--- config.mk ---
export PLATFORM = sky130hd
export DESIGN_NAME = fold_maj_seq
export DESIGN_NICKNAME = d
export VERILOG_FILES = /design/src/rtl/fold_maj_seq.sv
export SDC_FILE = /design/constraint.sdc
export NUM_CORES = 1
export LEC_CHECK = 0
export ABC_CLOCK_PERIOD_IN_PS = 3900
export CAP_MARGIN = 25
export CORE_UTILIZATION = 40
export DETAILED_ROUTE_END_ITERATION = 6
export PLACE_DENSITY = 0.61
export SLEW_MARGIN = 20
export SYNTH_ARGS = -nofsm -noshare
export SYNTH_HDL_FRONTEND = slang
export SYNTH_SLANG_ARGS = --single-unit
--- constraint.sdc ---
create_clock -name clk -period 3.9 [get_ports clk]
set_input_delay 0.39 -clock clk [delete_from_list [all_inputs] [get_ports clk]]
set_output_delay 0.39 -clock clk [all_outputs]
set_load 0.01 [all_outputs]
--- src/rtl/fold_maj_seq.sv ---
// -----------------------------------------------------------------------------
// fold_maj_seq
//
// Sequential (folded) majority classifier. A single CHUNK-bit popcount slice is
// reused over K = ceil(N/CHUNK) cycles to count the ones in an N-bit vector.
// The block then reports whether that count reaches THRESH.
//
// Handshake: valid/ready on both sides. Only one vector is in flight at a time.
//   IDLE  : in_ready=1; an accepted vector is latched into a shift buffer.
//   ACCUM : one chunk is added to the accumulator per clock.
//   DONE  : out_valid=1; out_y/out_count are held until out_ready.
//
// Ports
//   clk        in   1   clock, rising edge
//   rst_n      in   1   asynchronous active-low reset
//   in_valid   in   1   a vector is offered on in_x
//   in_ready   out  1   block can accept a vector (registered)
//   in_x       in   N   vector to classify
//   out_valid  out  1   result available (registered)
//   out_ready  in   1   consumer takes the result
//   out_y      out  1   majority decision, count >= THRESH (registered)
//   out_count  out  CW  ones counted at the decision point (registered)
//   busy       out  1   FSM is not in IDLE (registered)
//
// Configuration macro
//   FOLD_MAJ_EARLY_EXIT_EN : when defined, ACCUM stops as soon as the outcome
//   is settled. This happens when the partial sum already reaches THRESH, or
//   when it can no longer reach THRESH even if every remaining bit were set.
//   out_count then reports the partial sum. When the macro is undefined the
//   block always runs all K chunk cycles, and no early-exit logic exists.
// -----------------------------------------------------------------------------
module fold_maj_seq #(
  parameter int N      = 37,
  parameter int CHUNK  = 8,
  parameter int THRESH = (N + 1) / 2,
  localparam int CW    = $clog2(N + 1)
) (
  input  logic          clk,
  input  logic          rst_n,
  input  logic          in_valid,
  output logic          in_ready,
  input  logic [N-1:0]  in_x,
  output logic          out_valid,
  input  logic          out_ready,
  output logic          out_y,
  output logic [CW-1:0] out_count,
  output logic          busy
);

  // Number of chunk cycles, and the width of the chunk index.
  localparam int K  = (N + CHUNK - 1) / CHUNK;
  localparam int JW = $clog2(K + 1);

  localparam logic [JW-1:0] LAST_J   = JW'(K - 1);
  localparam logic [CW:0]   THRESH_W = (CW + 1)'(THRESH);

  typedef enum logic [1:0] {
    ST_IDLE  = 2'd0,
    ST_ACCUM = 2'd1,
    ST_DONE  = 2'd2
  } state_t;

  // Ones in one chunk. The result width CW is enough because CHUNK <= N.
  function automatic logic [CW-1:0] popcount_chunk(input logic [CHUNK-1:0] bits);
    logic [CW-1:0] sum;
    sum = '0;
    for (int i = 0; i < CHUNK; i++) begin
      sum = sum + {{(CW - 1){1'b0}}, bits[i]};
    end
    return sum;
  endfunction

  state_t        state_r;
  logic [N-1:0]  buf_r;        // shift buffer; chunk j sits in the low CHUNK bits
  logic [CW-1:0] acc_r;        // running popcount, max value N so it never wraps
  logic [JW-1:0] j_r;          // index of the chunk being added
  logic          in_ready_r;
  logic          out_valid_r;
  logic          out_y_r;
  logic [CW-1:0] out_count_r;
  logic          busy_r;

  logic [CHUNK-1:0] chunk_bits_s;
  logic [CW-1:0]    chunk_pop_s;
  logic [CW-1:0]    acc_next_s;
  logic             last_chunk_s;
  logic             decide_s;
  logic             finish_s;

`ifdef FOLD_MAJ_EARLY_EXIT_EN
  localparam logic [CW-1:0] CHUNK_W = CW'(CHUNK);
  localparam logic [CW-1:0] N_W     = CW'(N);

  logic [CW-1:0] rem_r;        // input bits not yet added to acc_r
  logic [CW-1:0] rem_next_s;   // bits still remaining after this cycle's add
  logic          hit_s;
  logic          miss_s;
`endif

  // Chunk selection, popcount, next sum and end-of-accumulation decision.
  always_comb begin
    // Right shifts fill the buffer with zeros, so bits past N read as 0.
    chunk_bits_s = buf_r[CHUNK-1:0];
    chunk_pop_s  = popcount_chunk(chunk_bits_s);
    acc_next_s   = acc_r + chunk_pop_s;
    last_chunk_s = (j_r == LAST_J);
    decide_s     = ({1'b0, acc_next_s} >= THRESH_W);
`ifdef FOLD_MAJ_EARLY_EXIT_EN
    if (rem_r > CHUNK_W) begin
      rem_next_s = rem_r - CHUNK_W;
    end else begin
      rem_next_s = '0;
    end
    hit_s    = decide_s;
    // The outcome can no longer change if even all-ones in the rest stays short.
    miss_s   = (({1'b0, acc_next_s} + {1'b0, rem_next_s}) < THRESH_W);
    finish_s = last_chunk_s || hit_s || miss_s;
`else
    finish_s = last_chunk_s;
`endif
  end

  // Single FSM: sequencing plus all registered outputs.
  always_ff @(posedge clk or negedge rst_n) begin
    if (!rst_n) begin
      state_r     <= ST_IDLE;
      buf_r       <= '0;
      acc_r       <= '0;
      j_r         <= '0;
      in_ready_r  <= 1'b0;
      out_valid_r <= 1'b0;
      out_y_r     <= 1'b0;
      out_count_r <= '0;
      busy_r      <= 1'b0;
`ifdef FOLD_MAJ_EARLY_EXIT_EN
      rem_r       <= '0;
`endif
    end else begin
      case (state_r)
        ST_IDLE: begin
          out_valid_r <= 1'b0;
          if (in_valid && in_ready_r) begin
            buf_r      <= in_x;
            acc_r      <= '0;
            j_r        <= '0;
            in_ready_r <= 1'b0;
            busy_r     <= 1'b1;
            state_r    <= ST_ACCUM;
`ifdef FOLD_MAJ_EARLY_EXIT_EN
            rem_r      <= N_W;
`endif
          end else begin
            // The first edge after reset release also lands here and raises in_ready.
            in_ready_r <= 1'b1;
            busy_r     <= 1'b0;
          end
        end

        ST_ACCUM: begin
          acc_r <= acc_next_s;
          j_r   <= j_r + JW'(1);
          buf_r <= buf_r >> CHUNK;
`ifdef FOLD_MAJ_EARLY_EXIT_EN
          rem_r <= rem_next_s;
`endif
          if (finish_s) begin
            out_valid_r <= 1'b1;
            out_y_r     <= decide_s;
            out_count_r <= acc_next_s;
            state_r     <= ST_DONE;
          end else begin
            state_r     <= ST_ACCUM;
          end
        end

        ST_DONE: begin
          if (out_ready) begin
            out_valid_r <= 1'b0;
            in_ready_r  <= 1'b1;
            busy_r      <= 1'b0;
            state_r     <= ST_IDLE;
          end else begin
            state_r     <= ST_DONE;
          end
        end

        default: begin
          out_valid_r <= 1'b0;
          in_ready_r  <= 1'b0;
          busy_r      <= 1'b0;
          state_r     <= ST_IDLE;
        end
      endcase
    end
  end

  assign in_ready  = in_ready_r;
  assign out_valid = out_valid_r;
  assign out_y     = out_y_r;
  assign out_count = out_count_r;
  assign busy      = busy_r;

endmodule
# Word-level counts from Yosys, hierarchy flattened
# Index checks and enable logic that the tools add are counted.
[op_classes]
add_sub_neg = 9
n_mul = 0
div_mod_pow = 0
magnitude_cmp = 1
n_eq_ne = 6
shift = 0
muxes = 18
bitwise_logic = 1
reduce_logical = 7
[op_table]
columns = ["operator", "count"]
rows = [
  ["$pmux 37 s2", 1],
  ["$mux 37", 1],
  ["$add 6x1->6", 2],
  ["$pmux 6 s2", 1],
  ["$reduce_and 2->1", 4],
  ["$add 5x1->6", 1],
  ["$add 6x6->6", 1],
  ["$ge 6x5->1 const B", 1],
  ["$mux 2", 3],
  ["$mux 6", 1],
  ["$ne 2x2->1 const B", 3],
  ["$pmux 1 s3", 2],
  ["$pmux 2 s3", 1],
  ["$pmux 3 s2", 1],
  ["$add 4x1->5", 1],
  ["$mux 1", 5],
  ["$add 3x1->4", 1],
  ["$add 2x1->3", 1],
  ["$add 3x1->3 const B", 1],
  ["$eq 3x3->1 const B", 1],
  ["$mux 3", 1],
  ["$add 1x1->2", 1],
  ["$eq 2x1->1 const B", 1],
  ["$eq 2x2->1 const B", 1],
  ["5 further kinds", 5],
]
[word_totals]
ff_bits = 58
latchBits = 0
ram_bits = 0
rom_bits = 0
inputBits = 41
output_inout_bits = 10
wordCells = 51
mem_count = 0

# Longest topological paths before layout
# Gate-level depths: netlist of the first run.
[logic_depth]
ltp_word = 9
mapped_depth = 12
depth_no_buf = 12

# Worst setup path after synthesis of the first run
# Ideal clock, no wire load.
[synth_timing]
path_kind = "flip-flop to flip-flop"
startpoint = "reg buf_r[0]"
endpoint = "reg out_count_r[4] (netlist: out_count[4])"
setup_ps = 125
arrival_ps = 3366
t_required_ps = 3775
path_slack_ps = 409
stages_incl_launch_ff = 12
path_buffers = 0
synth_period_minus_slack_ps = 3491
cell_sequence = "dfrtp_1 fa_1 inv_1 fa_1 fa_1 fa_1 fa_1 nor2b_1 o21a_1 o21ai_0 and2_4 mux2_4"
[synth_via]
elab_chain_cells = 8
[synth_rtl]
columns = ["element", "line", "text"]
rows = [
  ["start, declared", "74", "logic [N-1:0] buf_r;"],
  ["start signal, assigned", "143", "buf_r <= in_x;"],
  ["start signal, assigned", "162", "buf_r <= buf_r >> CHUNK;"],
  ["$add 1x1->2", "68", "sum = sum + {{(CW - 1){1'b0}}, bits[i]};"],
  ["$add 2x1->3", "68", ""],
  ["$add 3x1->4", "68", ""],
  ["$add 4x1->5", "68", ""],
  ["$add 5x1->6", "68", ""],
  ["$add 6x1->6 (2 in series)", "68", ""],
  ["$add 6x6->6", "105", "acc_next_s = acc_r + chunk_pop_s;"],
  ["end signal, assigned", "169", "out_count_r <= acc_next_s;"],
  ["end, declared", "80", "logic [CW-1:0] out_count_r;"],
]
# Every way passes these cells.
# A chain may end at the register's enable or synchronous reset.

# Worst setup path after layout of the first run
# Same ends and word-level chain as after synthesis.

==> results of run 1 <==
## critical path, cell delays in order, from the launching register on
cell,delay [ns]
sky130_fd_sc_hd__dfrtp_1,0.40
sky130_fd_sc_hd__fa_1,0.54
sky130_fd_sc_hd__inv_1,0.05
sky130_fd_sc_hd__fa_1,0.49
sky130_fd_sc_hd__fa_1,0.43
sky130_fd_sc_hd__fa_1,0.44
sky130_fd_sc_hd__fa_1,0.42
sky130_fd_sc_hd__nor2b_1,0.15
sky130_fd_sc_hd__o21a_1,0.13
sky130_fd_sc_hd__o21ai_0,0.11
sky130_fd_sc_hd__and2_4,0.17
sky130_fd_sc_hd__mux2_4,0.25
## flip-flops by register name, summed over array words and instances, names as in the netlist
| signal | cells |
|---|---|
| j_r | 3 |
| state_r | 2 |
| busy | 1 |
| out_valid | 1 |
| buf_r | 37 |
| out_count | 6 |
| in_ready | 1 |
| acc_r | 6 |
| out_y | 1 |
## cells in the mapped netlist (2+ instances only)
| master | instances | area (um^2) |
|---|---|---|
| sky130_fd_sc_hd__a222oi_1 | 18 | 180 |
| sky130_fd_sc_hd__nor2b_1 | 2 | 12.5 |
| sky130_fd_sc_hd__xor2_1 | 2 | 17.5 |
| sky130_fd_sc_hd__buf_2 | 10 | 50.1 |
| sky130_fd_sc_hd__nand3_1 | 2 | 10.0 |
| sky130_fd_sc_hd__mux2i_1 | 6 | 60.1 |
| sky130_fd_sc_hd__nand2_1 | 36 | 135 |
| sky130_fd_sc_hd__o22ai_1 | 2 | 12.5 |
| sky130_fd_sc_hd__a21oi_1 | 4 | 20.0 |
| sky130_fd_sc_hd__ha_1 | 8 | 100 |
| sky130_fd_sc_hd__o21ai_1 | 6 | 30.0 |
| sky130_fd_sc_hd__o21ai_0 | 9 | 45.0 |
| sky130_fd_sc_hd__nand2b_1 | 2 | 12.5 |
| sky130_fd_sc_hd__dfrtp_1 | 58 | 1450 |
| sky130_fd_sc_hd__clkbuf_1 | 6 | 22.5 |
| sky130_fd_sc_hd__a31oi_1 | 6 | 37.5 |
| sky130_fd_sc_hd__a22o_1 | 11 | 96.3 |
| sky130_fd_sc_hd__fa_1 | 5 | 100 |
| sky130_fd_sc_hd__xnor2_1 | 2 | 17.5 |
| sky130_fd_sc_hd__inv_1 | 32 | 120 |
| sky130_fd_sc_hd__nor2_1 | 10 | 37.5 |
## metal layers
metal  part of all wire (%)  routed length (um)  global-route usage [%]
met1                     46                2590                    24.8
met3                    6.3                 360                    5.74
met5                      0                   0                       0
met4                    1.5                  83                    6.47
met2                     47                2650                    25.7
## cell type report
type | instances | area, um^2
tap | 77 | 96.3
inverter | 32 | 120
clock buffer | 12 | 165
sequential | 58 | 1450
fill | 615 | 2910
multi-input combinational | 144 | 1030
clock inverter | 4 | 72.6
timing repair buffer | 55 | 541
## through the flow
step	std cells	util (%)	area [um^2]
global placement	365	50.5	3230
floorplan	250	-	2670
detailed placement	366	50.8	3240
finish	382	54.5	3480
CTS	382	54.5	3480
global route	382	54.5	3480
## cells by family after synthesis
| logic type | share of synthesized area (%) |
|---|---|
| mux | 2.81 |
| flops | 54.4 |
| simple gates | 9.84 |
| compound gates | 17.0 |
| buf+inv | 7.22 |
| fa+ha+maj | 7.50 |
| xor+xnor | 1.31 |
## path summary, 6_finish.rpt
| check | from | to |
|---|---|---|
| setup / recovery | buf_r[0] | out_count[4] |
| hold / removal | rst_n | out_count[2] |
| setup reg to reg | buf_r[0] | out_count[4] |
| hold reg to reg | out_valid | out_valid |
| max in group asynchronous | rst_n | buf_r[16] |
| min in group clk | out_valid | out_valid |
## power groups by stage
| stage | Clock, W | Sequential [W] | Combinational (W) |
|---|---|---|---|
| final | 0.000654 | 0.00102 | 0.00186 |
| after global routing | 0.000701 | 0.00105 | 0.00211 |
| after CTS | 0.000664 | 0.00102 | 0.00189 |
| after detailed placement | 0 | 0.00103 | 0.00186 |
| after global placement | 0 | 0.00102 | 0.00179 |
| after floorplan | 0 | 0.00100 | 0.00136 |
==> report_table.html, run 1 <==
<table>
<tr><th>Metric</th><th>Value</th></tr>
<tr><th colspan="2">Floorplan</th></tr>
<tr><td>Vertical extent of the die</td><td>83.7 um</td></tr>
<tr><td>Std cell rows</td><td>29</td></tr>
<tr><td>Core box area</td><td>around 6400 um^2</td></tr>
<tr><td>Die X</td><td>83.7 um</td></tr>
<tr><td>Starting density of the core</td><td>a little over two fifths</td></tr>
<tr><td>Count of boundary I/O pins</td><td>51</td></tr>
<tr><td>Die Outline Area</td><td>7010 um^2</td></tr>
<tr><th colspan="2">Power and ir drop</th></tr>
<tr><td>Net switching power</td><td>0.00144 W</td></tr>
<tr><td>Clock share of power</td><td>18.5%</td></tr>
<tr><td>Leakage dissipation</td><td>1.73 nW</td></tr>
<tr><td>Peak supply drop</td><td>around 0.73 mV</td></tr>
<tr><td>Pwr dens</td><td>1020 nW/um^2</td></tr>
<tr><td>Internal power component</td><td>0.00210 W</td></tr>
<tr><td>Sequential Power Share</td><td>28.8%</td></tr>
<tr><td>Total power of the final layout</td><td>0.00354 W</td></tr>
<tr><td>Net switching fraction of the power</td><td>just over 40%</td></tr>
<tr><td>Comb pwr share</td><td>52.7%</td></tr>
<tr><th colspan="2">Worst setup path</th></tr>
<tr><td>Critical path data arrival time</td><td>3.90 ns</td></tr>
<tr><td>R2R depth</td><td>11</td></tr>
<tr><td>Internal reg-to-reg setup slack</td><td>0.22 ns</td></tr>
<tr><td>Required time of the critical path</td><td>4.13 ns</td></tr>
<tr><td>Category of the most critical setup path</td><td>reg2reg</td></tr>
<tr><td>Crit start category</td><td>register</td></tr>
<tr><td>Setup crit end kind</td><td>register</td></tr>
<tr><td>Maximum fanout along the worst path</td><td>3</td></tr>
<tr><th colspan="2">Synthesis</th></tr>
<tr><td>Netlist area before placement</td><td>2670 um^2</td></tr>
<tr><td>Average instance area after synthesis</td><td>roughly 11 um^2</td></tr>
<tr><td>Number of synthesized register bits</td><td>58</td></tr>
<tr><td>EDFF count, synth</td><td>0</td></tr>
<tr><td>Yosys warns</td><td>0</td></tr>
<tr><td>Nets in the synthesized netlist</td><td>around 300</td></tr>
<tr><td>Main flop type after synthesis</td><td>sky130_fd_sc_hd__dfrtp_1</td></tr>
<tr><td>Cell count after synthesis</td><td>250</td></tr>
<tr><td>Sequential cell area fraction in the yosys report</td><td>between 50% and 60%</td></tr>
<tr><td>Number of library cell types mapped by synthesis</td><td>34</td></tr>
<tr><td>Async set-or-reset flop fraction in the synthesized netlist</td><td>between 90% and 100%</td></tr>
<tr><th colspan="2">Placed design</th></tr>
<tr><td>Final GP Congestion</td><td>0.876</td></tr>
<tr><td>Worst slack, placed</td><td>roughly 0.29 ns</td></tr>
<tr><td>Post-DP HPWL</td><td>3830 um</td></tr>
<tr><td>Quantity of I/O buffers inserted on ports</td><td>50</td></tr>
<tr><th colspan="2">Timing</th></tr>
<tr><td>Final period util</td><td>94.3%</td></tr>
<tr><td>Highest clock frequency the design can meet</td><td>between 200 and 300 MHz</td></tr>
<tr><td>Final worst hold slack</td><td>0.162 ns</td></tr>
<tr><td>Setup repair after global routing missed its margin</td><td>no</td></tr>
<tr><td>Hold violation count in the final report</td><td>0</td></tr>
<tr><td>Setup slack of the critical path after layout</td><td>between 0.2 and 0.25 ns</td></tr>
<tr><td>Worst Skew</td><td>0.00864 ns</td></tr>
<tr><td>Remaining max-slew budget at the tightest pin</td><td>a little over two fifths</td></tr>
<tr><td>Clock period minus final worst setup slack</td><td>3.68 ns</td></tr>
<tr><td>Fin Setup TNS</td><td>0 ns</td></tr>
<tr><td>Count of pins over their slew limit</td><td>0</td></tr>
<tr><td>Setup violation total in the final timing report</td><td>0</td></tr>
<tr><td>Slew @ Worst Pin</td><td>0.846 ns</td></tr>
<tr><th colspan="2">Cells and area</th></tr>
<tr><td>Antenna cells</td><td>0</td></tr>
<tr><td>Proportion of layout cells with a drive suffix above 1</td><td>8.85%</td></tr>
<tr><td>Post-synthesis to final-layout area growth</td><td>30.3%</td></tr>
<tr><td>Commonest cells after routing, fill and taps aside</td><td>sky130_fd_sc_hd__dfrtp_1, sky130_fd_sc_hd__clkdlybuf4s50_1, sky130_fd_sc_hd__nand2_1</td></tr>
<tr><td>Number of nets in the finished design</td><td>approximately 350</td></tr>
<tr><td>Commonest non-fill, non-tap cell in the layout</td><td>sky130_fd_sc_hd__dfrtp_1</td></tr>
<tr><th colspan="2">Hold path</th></tr>
<tr><td>Type of the tightest min-delay check</td><td>in2async</td></tr>
<tr><th colspan="2">Clocking</th></tr>
<tr><td>Clock sink total</td><td>58</td></tr>
<tr><td>Clock root buffer master</td><td>sky130_fd_sc_hd__clkbuf_8</td></tr>
<tr><td>Clock tree from TritonCTS</td><td>built</td></tr>
<tr><td>Clock Tree Buf Depth</td><td>2</td></tr>
<tr><td>Number of hold-repair buffers added at the cts stage</td><td>0</td></tr>
<tr><td>Setup Fix Bufs, Post-CTS</td><td>0</td></tr>
<tr><td>TritonCTS Buffers</td><td>9</td></tr>
<tr><td>Clock slew seen by the registers of the worst setup and hold paths</td><td>~0.070 ns</td></tr>
<tr><td>Resized Gates After CTS</td><td>0</td></tr>
<tr><td>CTS HTree Levels</td><td>3</td></tr>
<tr><td>Insertion delay of the later-clocked pin in the worst-skew pair</td><td>around 0.34 ns</td></tr>
<tr><th colspan="2">Drt</th></tr>
<tr><td>Post-detailed-route count of antenna-violating nets</td><td>0</td></tr>
<tr><td>Wirelength per Cell</td><td>14.9 um</td></tr>
<tr><td>Post-detailed-routing wire length</td><td>about 5700 um</td></tr>
<tr><td>DRC</td><td>0</td></tr>
<tr><td>Number of vias per cell</td><td>5.31</td></tr>
<tr><td>Via Count</td><td>2028</td></tr>
<tr><td>Number of detailed-route iterations in the first pass</td><td>7</td></tr>
<tr><td>Number of DRC violations after detailed-routing iteration 0</td><td>about 170</td></tr>
<tr><th colspan="2">Global route</th></tr>
<tr><td>Maximum number of pins on one net before global-route repair</td><td>39</td></tr>
<tr><td>Gr ovfl total</td><td>0</td></tr>
<tr><td>Number of global-route vias before repair</td><td>~1900</td></tr>
<tr><td>Global-route wire length before repair</td><td>~9600 um</td></tr>
<tr><td>Number of antenna violations at the first check in global routing</td><td>0</td></tr>
<tr><td>Total routing resource utilization after global routing</td><td>17.7%</td></tr>
<tr><th colspan="2">Flow run</th></tr>
<tr><td>MaxCap Viol Count</td><td>0</td></tr>
<tr><th colspan="2">Status</th></tr>
<tr><td>Status</td><td>finished clean</td></tr>
</table>
(Power assumes the default switching activity.)
==> run 2, diff against run 1 <==
- PLACE_DENSITY: 0.61 -> not set
- PLACE_DENSITY_LB_ADDON: not set -> 0.05
==> report_table.html, run 2 (synthesis gave the netlist of run 1 again) <==
<table>
<tr><th>Metric</th><th>Value</th></tr>
<tr><th colspan="2">Worst setup path</th></tr>
<tr><td>Maximum fanout along the worst path</td><td>3 (unchanged)</td></tr>
<tr><td>Worst-path cell chain</td><td>fa_1, inv_1, fa_1, fa_1, fa_1, fa_1, nor2b_1, o21a_1, o21ai_0, and2_4, mux2_4</td></tr>
<tr><td>Category of the most critical setup path</td><td>reg2reg</td></tr>
<tr><td>Critical path data arrival time</td><td>3.83 ns (-0.07 ns)</td></tr>
<tr><td>Worst r2r dst</td><td>out_count[4]</td></tr>
<tr><td>Internal reg-to-reg setup slack</td><td>0.29 ns (+0.06 ns)</td></tr>
<tr><td>Worst flop-to-flop path startpoint</td><td>buf_r[0]</td></tr>
<tr><td>Most frequent cell on the critical path</td><td>sky130_fd_sc_hd__fa_1</td></tr>
<tr><td>R2R depth</td><td>11 (unchanged)</td></tr>
<tr><td>Crit path max-delay cell type</td><td>sky130_fd_sc_hd__fa_1</td></tr>
<tr><td>Required time of the critical path</td><td>4.12 ns (about the same)</td></tr>
<tr><td>Largest stage delay on the critical path</td><td>0.54 ns (about the same)</td></tr>
<tr><td>Crit start category</td><td>register</td></tr>
<tr><td>Setup crit end kind</td><td>register</td></tr>
<tr><th colspan="2">Clocking</th></tr>
<tr><td>Clock slew seen by the registers of the worst setup and hold paths</td><td>0.07 ns (about the same)</td></tr>
<tr><td>Clock tree from TritonCTS</td><td>built</td></tr>
<tr><td>Clock sink total</td><td>58 (unchanged)</td></tr>
<tr><td>Clock root buffer master</td><td>sky130_fd_sc_hd__clkbuf_8</td></tr>
<tr><td>Resized Gates After CTS</td><td>0 (unchanged)</td></tr>
<tr><td>Setup Fix Bufs, Post-CTS</td><td>0 (unchanged)</td></tr>
<tr><td>Number of hold-repair buffers added at the cts stage</td><td>0 (unchanged)</td></tr>
<tr><td>CTS HTree Levels</td><td>3 (unchanged)</td></tr>
<tr><td>Insertion delay of the later-clocked pin in the worst-skew pair</td><td>0.33 ns (about the same)</td></tr>
<tr><td>TritonCTS Buffers</td><td>9 (unchanged)</td></tr>
<tr><td>Clock Tree Buf Depth</td><td>2 (unchanged)</td></tr>
<tr><th colspan="2">Global route</th></tr>
<tr><td>Most crowded layer after global routing</td><td>met2</td></tr>
<tr><td>Maximum number of pins on one net before global-route repair</td><td>35 (-10%)</td></tr>
<tr><td>GRT met2 Usage</td><td>25.4% (-0.30 points)</td></tr>
<tr><td>Total routing resource utilization after global routing</td><td>17.8% (+0.035 points)</td></tr>
<tr><td>Global-route wire length before repair</td><td>9600 um (about the same)</td></tr>
<tr><td>Number of antenna violations at the first check in global routing</td><td>0 (unchanged)</td></tr>
<tr><td>Met1 usage</td><td>24.9% (+0.097 points)</td></tr>
<tr><td>Global-route met3 utilization</td><td>4.95% (-0.79 points)</td></tr>
<tr><td>Gr ovfl total</td><td>0 (unchanged)</td></tr>
<tr><td>Number of global-route vias before repair</td><td>1970 (+1.9%)</td></tr>
<tr><th colspan="2">Drt</th></tr>
<tr><td>Post-detailed-routing wire length</td><td>5740 um (+1.0%)</td></tr>
<tr><td>DRC</td><td>0 (unchanged)</td></tr>
<tr><td>Wirelength per Cell</td><td>15.0 um (+1.0%)</td></tr>
<tr><td>Number of vias per cell</td><td>5.29 (-0.35%)</td></tr>
<tr><td>Number of detailed-route iterations in the first pass</td><td>6 (-1)</td></tr>
<tr><td>Post-detailed-route count of antenna-violating nets</td><td>0 (unchanged)</td></tr>
<tr><td>Number of DRC violations after detailed-routing iteration 0</td><td>171 (-1.7%)</td></tr>
<tr><td>Via Count</td><td>2021 (-0.35%)</td></tr>
<tr><th colspan="2">Power and ir drop</th></tr>
<tr><td>Peak supply drop</td><td>0.823 mV (+13%)</td></tr>
<tr><td>Pwr dens</td><td>1010 nW/um^2 (-0.53%)</td></tr>
<tr><td>Leakage dissipation</td><td>1.73 nW (about the same)</td></tr>
<tr><th colspan="2">Cells and area</th></tr>
<tr><td>Largest register by flop count</td><td>buf_r</td></tr>
<tr><td>Commonest non-fill, non-tap cell in the layout</td><td>sky130_fd_sc_hd__dfrtp_1</td></tr>
<tr><td>Number of nets in the finished design</td><td>354 (unchanged)</td></tr>
<tr><td>Commonest cells after routing, fill and taps aside</td><td>sky130_fd_sc_hd__dfrtp_1, sky130_fd_sc_hd__clkdlybuf4s50_1, sky130_fd_sc_hd__nand2_1</td></tr>
<tr><td>Proportion of layout cells with a drive suffix above 1</td><td>8.52% (-0.33 points)</td></tr>
<tr><td>Antenna cells</td><td>0 (unchanged)</td></tr>
<tr><td>Post-synthesis to final-layout area growth</td><td>30.1%</td></tr>
<tr><td>Number of cells in the finished layout apart from fillers</td><td>382 (unchanged)</td></tr>
<tr><td>Max reg flops</td><td>37 (unchanged)</td></tr>
<tr><th colspan="2">Floorplan</th></tr>
<tr><td>Die X</td><td>83.7 um (unchanged)</td></tr>
<tr><td>Die Outline Area</td><td>7010 um^2 (unchanged)</td></tr>
<tr><td>Vertical extent of the die</td><td>83.7 um (unchanged)</td></tr>
<tr><td>Core box area</td><td>6390 um^2 (unchanged)</td></tr>
<tr><td>Count of boundary I/O pins</td><td>51 (unchanged)</td></tr>
<tr><td>Starting density of the core</td><td>41.8% (unchanged)</td></tr>
<tr><td>Std cell rows</td><td>29 (unchanged)</td></tr>
<tr><th colspan="2">Timing</th></tr>
<tr><td>Final period util</td><td>92.7% (-1.6 points)</td></tr>
<tr><td>Setup violation total in the final timing report</td><td>0 (unchanged)</td></tr>
<tr><td>Setup repair after global routing missed its margin</td><td>no</td></tr>
<tr><td>Slew @ Worst Pin</td><td>0.801 ns (-0.0446 ns)</td></tr>
<tr><td>Clock period minus final worst setup slack</td><td>3.61 ns (-0.0625 ns)</td></tr>
<tr><td>Hold violation count in the final report</td><td>0 (unchanged)</td></tr>
<tr><td>Count of pins over their slew limit</td><td>0 (unchanged)</td></tr>
<tr><td>Fin Setup TNS</td><td>0 ns (unchanged)</td></tr>
<tr><td>Worst Skew</td><td>0.00473 ns (-0.00391 ns)</td></tr>
<tr><td>Remaining max-slew budget at the tightest pin</td><td>46.4% (+3.0 points)</td></tr>
<tr><td>Highest clock frequency the design can meet</td><td>277 MHz (+1.7%)</td></tr>
<tr><th colspan="2">Placed design</th></tr>
<tr><td>Post-DP HPWL</td><td>3830 um (about the same)</td></tr>
<tr><td>Quantity of I/O buffers inserted on ports</td><td>50 (unchanged)</td></tr>
<tr><td>Final GP Congestion</td><td>0.872 (-0.49%)</td></tr>
<tr><td>Placed cells</td><td>365 (-0.27%)</td></tr>
<tr><th colspan="2">Hold path</th></tr>
<tr><td>Type of the tightest min-delay check</td><td>in2async</td></tr>
<tr><th colspan="2">Flow run</th></tr>
<tr><td>MaxCap Viol Count</td><td>0 (unchanged)</td></tr>
<tr><th colspan="2">Status</th></tr>
<tr><td>Status</td><td>finished clean</td></tr>
</table>
run 2: cell count changes in the layout (fill, tap and decap cells not counted):
cell | before | now
sky130_fd_sc_hd__clkbuf_8 | 12 | 9
sky130_fd_sc_hd__clkinv_2 | 1 | 3
sky130_fd_sc_hd__bufinv_16 | 2 | 3
sky130_fd_sc_hd__clkbuf_1 | 0 | 1
sky130_fd_sc_hd__clkinvlp_4 | 1 | 0
run 2: area by class of cell:
cell class / instances / area [um^2]
multi-input cells: 144 / 1030
inverters: 32 / 120
well taps: 77 / 96.3
repair buffers: 55 / 541
clock buffers: 10 / 128
flip-flops and latches: 58 / 1450
clock inverters: 6 / 105
fillers: 566 / 2910
run 2: stage by stage:
step | cell area [um^2] | worst slack (ns) | power (W) | hold slack (ns) | util (%)
after global routing | 3470 | 0.139 | 0.00384 | 0.174 | 54.4
after CTS | 3460 | 0.280 | 0.00354 | 0.151 | 54.2
after global placement | 3230 | 0.327 | 0.00284 | 0.459 | 50.5
after floorplan | 2670 | 0.409 | 0.00236 | 0.0944 | -
final | 3470 | 0.285 | 0.00351 | 0.131 | 54.4
after detailed placement | 3230 | 0.304 | 0.00286 | 0.470 | 50.5
run 2: how the worst max path moves through the flow:
stage / startpoint / end / cells past startpoint
after detailed placement: buf_r[0] / out_count[4] / 11
final: buf_r[0] / out_count[4] / 11
after floorplan: buf_r[0] / out_count[4] / 11
after global placement: buf_r[0] / out_count[4] / 11
after global routing: buf_r[0] / out_count[4] / 11
after CTS: buf_r[0] / out_count[4] / 11
run 2: worst max-delay path: cells and delay by family (launching register included):
| family | cells | cell delay (ns) |
|---|---|---|
| muxes | 1 | 0.25 |
| buffers and inverters | 1 | 0.05 |
| adders and majority gates | 5 | 2.30 |
| AOI/OAI and AO/OA | 2 | 0.23 |
| DFF | 1 | 0.40 |
| and+or+nand+nor | 2 | 0.29 |
run 2: routing by layer:
metal  share of wire [%]  wire (um)
met1                  49       2820
met2                  46       2620
met3                 4.7        272
met4                0.51         29
met5                   0          0
run 2: power breakdown:
group          internal, W  switching (W)  total [W]
combinational     0.000826        0.00100    0.00183
sequential        0.000863       0.000160    0.00102
clock             0.000421       0.000241   0.000663
total              0.00211        0.00140    0.00351
==> run 3, diff against run 2 <==
- CAP_MARGIN: 25 -> 20
- CTS_BUF_LIST: not set -> sky130_fd_sc_hd__clkbuf_8
==> report_table.html, run 3 (synthesis gave the netlist of run 1 again) <==
<table>
<tr><th>Metric</th><th>Value</th></tr>
<tr><th colspan="2">Status</th></tr>
<tr><td>Status</td><td>finished clean</td></tr>
<tr><th colspan="2">Timing</th></tr>
<tr><td>Slew @ Worst Pin</td><td>1.06 ns (+0.263 ns)</td></tr>
<tr><td>Worst Skew</td><td>0.00444 ns (-0.000287 ns)</td></tr>
<tr><td>Count of pins over their slew limit</td><td>0 (unchanged)</td></tr>
<tr><td>Hold violation count in the final report</td><td>0 (unchanged)</td></tr>
<tr><td>Setup slack of the critical path after layout</td><td>0.282 ns (-0.00352 ns)</td></tr>
<tr><td>Fin Setup TNS</td><td>0 ns (unchanged)</td></tr>
<tr><td>Highest clock frequency the design can meet</td><td>276 MHz (about the same)</td></tr>
<tr><td>Final period util</td><td>92.8% (about the same)</td></tr>
<tr><td>Setup violation total in the final timing report</td><td>0 (unchanged)</td></tr>
<tr><td>Setup repair after global routing missed its margin</td><td>no</td></tr>
<tr><td>Clock period minus final worst setup slack</td><td>3.62 ns (+0.00352 ns)</td></tr>
<tr><td>Remaining max-slew budget at the tightest pin</td><td>29.0% (-17 points)</td></tr>
<tr><th colspan="2">Clocking</th></tr>
<tr><td>TritonCTS Buffers</td><td>9 (unchanged)</td></tr>
<tr><td>Clock sink total</td><td>58 (unchanged)</td></tr>
<tr><td>Clock tree from TritonCTS</td><td>built</td></tr>
<tr><td>Clock Tree Buf Depth</td><td>2 (unchanged)</td></tr>
<tr><td>Clock root buffer master</td><td>sky130_fd_sc_hd__clkbuf_8</td></tr>
<tr><td>CTS HTree Levels</td><td>3 (unchanged)</td></tr>
<tr><td>Resized Gates After CTS</td><td>0 (unchanged)</td></tr>
<tr><td>Number of hold-repair buffers added at the cts stage</td><td>0 (unchanged)</td></tr>
<tr><td>Clock slew seen by the registers of the worst setup and hold paths</td><td>0.07 ns (about the same)</td></tr>
<tr><td>Setup Fix Bufs, Post-CTS</td><td>0 (unchanged)</td></tr>
<tr><td>Insertion delay of the later-clocked pin in the worst-skew pair</td><td>0.33 ns (about the same)</td></tr>
<tr><th colspan="2">Cells and area</th></tr>
<tr><td>Proportion of layout cells with a drive suffix above 1</td><td>8.22% (-0.30 points)</td></tr>
<tr><td>Largest register by flop count</td><td>buf_r</td></tr>
<tr><td>Post-synthesis to final-layout area growth</td><td>29.6%</td></tr>
<tr><td>Number of nets in the finished design</td><td>353 (-0.28%)</td></tr>
<tr><td>Number of cells in the finished layout apart from fillers</td><td>381 (-0.26%)</td></tr>
<tr><td>Antenna cells</td><td>0 (unchanged)</td></tr>
<tr><td>Fin util</td><td>54.2% (-0.24 points)</td></tr>
<tr><td>Commonest non-fill, non-tap cell in the layout</td><td>sky130_fd_sc_hd__dfrtp_1</td></tr>
<tr><td>Cell area after layout</td><td>3460 um^2 (-0.43%)</td></tr>
<tr><td>Max reg flops</td><td>37 (unchanged)</td></tr>
<tr><td>Commonest cells after routing, fill and taps aside</td><td>sky130_fd_sc_hd__dfrtp_1, sky130_fd_sc_hd__clkdlybuf4s50_1, sky130_fd_sc_hd__nand2_1</td></tr>
<tr><td>Filler Cell Count</td><td>568 (+0.35%)</td></tr>
<tr><th colspan="2">Worst setup path</th></tr>
<tr><td>Most frequent cell on the critical path</td><td>sky130_fd_sc_hd__fa_1</td></tr>
<tr><td>Category of the most critical setup path</td><td>reg2reg</td></tr>
<tr><td>Worst-path cell chain</td><td>fa_1, inv_1, fa_1, fa_1, fa_1, fa_1, nor2b_1, o21a_1, o21ai_0, and2_4, mux2_4</td></tr>
<tr><td>Critical path data arrival time</td><td>3.84 ns (about the same)</td></tr>
<tr><td>CP Buf/Inv Count</td><td>1 (unchanged)</td></tr>
<tr><td>Crit path max-delay cell type</td><td>sky130_fd_sc_hd__fa_1</td></tr>
<tr><td>Largest stage delay on the critical path</td><td>0.54 ns (about the same)</td></tr>
<tr><td>Maximum fanout along the worst path</td><td>3 (unchanged)</td></tr>
<tr><td>Setup crit end kind</td><td>register</td></tr>
<tr><td>Crit-path leading delay family</td><td>adder cells</td></tr>
<tr><td>Required time of the critical path</td><td>4.12 ns (about the same)</td></tr>
<tr><td>Crit start category</td><td>register</td></tr>
<tr><th colspan="2">Placed design</th></tr>
<tr><td>Dpl cell area</td><td>3230 um^2 (unchanged)</td></tr>
<tr><td>Post-DP HPWL</td><td>3830 um (unchanged)</td></tr>
<tr><td>Quantity of I/O buffers inserted on ports</td><td>50 (unchanged)</td></tr>
<tr><td>Worst slack, placed</td><td>0.304 ns (unchanged)</td></tr>
<tr><td>Placed cells</td><td>365 (unchanged)</td></tr>
<tr><td>Final GP Congestion</td><td>0.872 (unchanged)</td></tr>
<tr><th colspan="2">Drt</th></tr>
<tr><td>Number of DRC violations after detailed-routing iteration 0</td><td>168 (-1.8%)</td></tr>
<tr><td>Number of vias per cell</td><td>5.29 (about the same)</td></tr>
<tr><td>Post-detailed-route count of antenna-violating nets</td><td>0 (unchanged)</td></tr>
<tr><td>DRC</td><td>0 (unchanged)</td></tr>
<tr><td>Number of detailed-route iterations in the first pass</td><td>5 (-1)</td></tr>
<tr><td>Post-detailed-routing wire length</td><td>5760 um (+0.37%)</td></tr>
<tr><td>Via Count</td><td>2016 (-0.25%)</td></tr>
<tr><td>Wirelength per Cell</td><td>15.1 um (+0.63%)</td></tr>
<tr><th colspan="2">Global route</th></tr>
<tr><td>Gr ovfl total</td><td>0 (unchanged)</td></tr>
<tr><td>Number of antenna violations at the first check in global routing</td><td>0 (unchanged)</td></tr>
<tr><td>Total routing resource utilization after global routing</td><td>17.8% (unchanged)</td></tr>
<tr><td>Global-route wire length before repair</td><td>9600 um (unchanged)</td></tr>
<tr><td>Maximum number of pins on one net before global-route repair</td><td>35 (unchanged)</td></tr>
<tr><td>Number of global-route vias before repair</td><td>1970 (unchanged)</td></tr>
<tr><th colspan="2">Power and ir drop</th></tr>
<tr><td>Leakage dissipation</td><td>1.73 nW (-0.18%)</td></tr>
<tr><td>Pwr dens</td><td>1010 nW/um^2 (about the same)</td></tr>
<tr><td>Peak supply drop</td><td>0.823 mV (about the same)</td></tr>
<tr><th colspan="2">Floorplan</th></tr>
<tr><td>Starting density of the core</td><td>41.8% (unchanged)</td></tr>
<tr><td>Die X</td><td>83.7 um (unchanged)</td></tr>
<tr><td>Vertical extent of the die</td><td>83.7 um (unchanged)</td></tr>
<tr><td>Core box area</td><td>6390 um^2 (unchanged)</td></tr>
<tr><td>Std cell rows</td><td>29 (unchanged)</td></tr>
<tr><td>Count of boundary I/O pins</td><td>51 (unchanged)</td></tr>
<tr><td>Die Outline Area</td><td>7010 um^2 (unchanged)</td></tr>
<tr><th colspan="2">Hold path</th></tr>
<tr><td>Type of the tightest min-delay check</td><td>in2async</td></tr>
<tr><th colspan="2">Flow run</th></tr>
<tr><td>MaxCap Viol Count</td><td>0 (unchanged)</td></tr>
</table>
[run 3: cell types whose count changed in the layout (fill, tap and decap cells not counted), sizes merged]
cell    previous run  this run
clkbuf            10         9
inv               32        33
buf                6         5
[run 3: power breakdown]
group	total, W	switching [W]	internal, W
Sequential	0.00102	0.000161	0.000863
Clock	0.000660	0.000241	0.000419
Combinational	0.00181	0.00100	0.000810
[run 3: layout make-up]
type | instances | area, um^2 | area share [%]
tap | 77 | 96.3 | 2.78
clock buffer | 9 | 124 | 3.58
clock inverter | 7 | 109 | 3.15
inverter | 32 | 120 | 3.47
multi-input combinational | 144 | 1030 | 29.9
timing repair buffer | 54 | 526 | 15.2
sequential | 58 | 1450 | 42.0
[run 3: worst reg2reg max path, delay by kind of cell, from the launching register on]
kind | cells | cell delay, ns
muxes | 1 | 0.25
adders and majority gates | 5 | 2.30
buffers and inverters | 1 | 0.05
DFF | 1 | 0.40
AOI/OAI and AO/OA | 2 | 0.23
and+or+nand+nor | 2 | 0.29
[run 3: routing by layer]
layer / vias to the layer above / track usage [%] / wire [um]
met5: - / 0 / 0
li1: 975 / - / -
met3: 10 / 4.95 / 284
met2: 51 / 25.4 / 2520
met4: 0 / 8.32 / 97
met1: 980 / 24.9 / 2860
[run 3: through the flow]
| step | hold slack (ns) | total power (W) |
|---|---|---|
| after floorplan | 0.0944 | 0.00236 |
| after global placement | 0.459 | 0.00284 |
| after detailed placement | 0.470 | 0.00286 |
| after CTS | 0.151 | 0.00354 |
| after global routing | 0.174 | 0.00382 |
| final | 0.130 | 0.00350 |
[run 3: final timing paths]
path | slack [ns] | cells after the start | startpoint | endpoint
setup / recovery | 0.28 | 11 | buf_r[0] | out_count[4]
hold / removal | 0.13 | 1 | rst_n | out_count[2]
setup reg to reg | 0.28 | 11 | buf_r[0] | out_count[4]
hold reg to reg | 0.49 | 1 | busy | busy
max in group asynchronous | 2.95 | 2 | rst_n | buf_r[2]
min in group clk | 0.49 | 1 | busy | busy
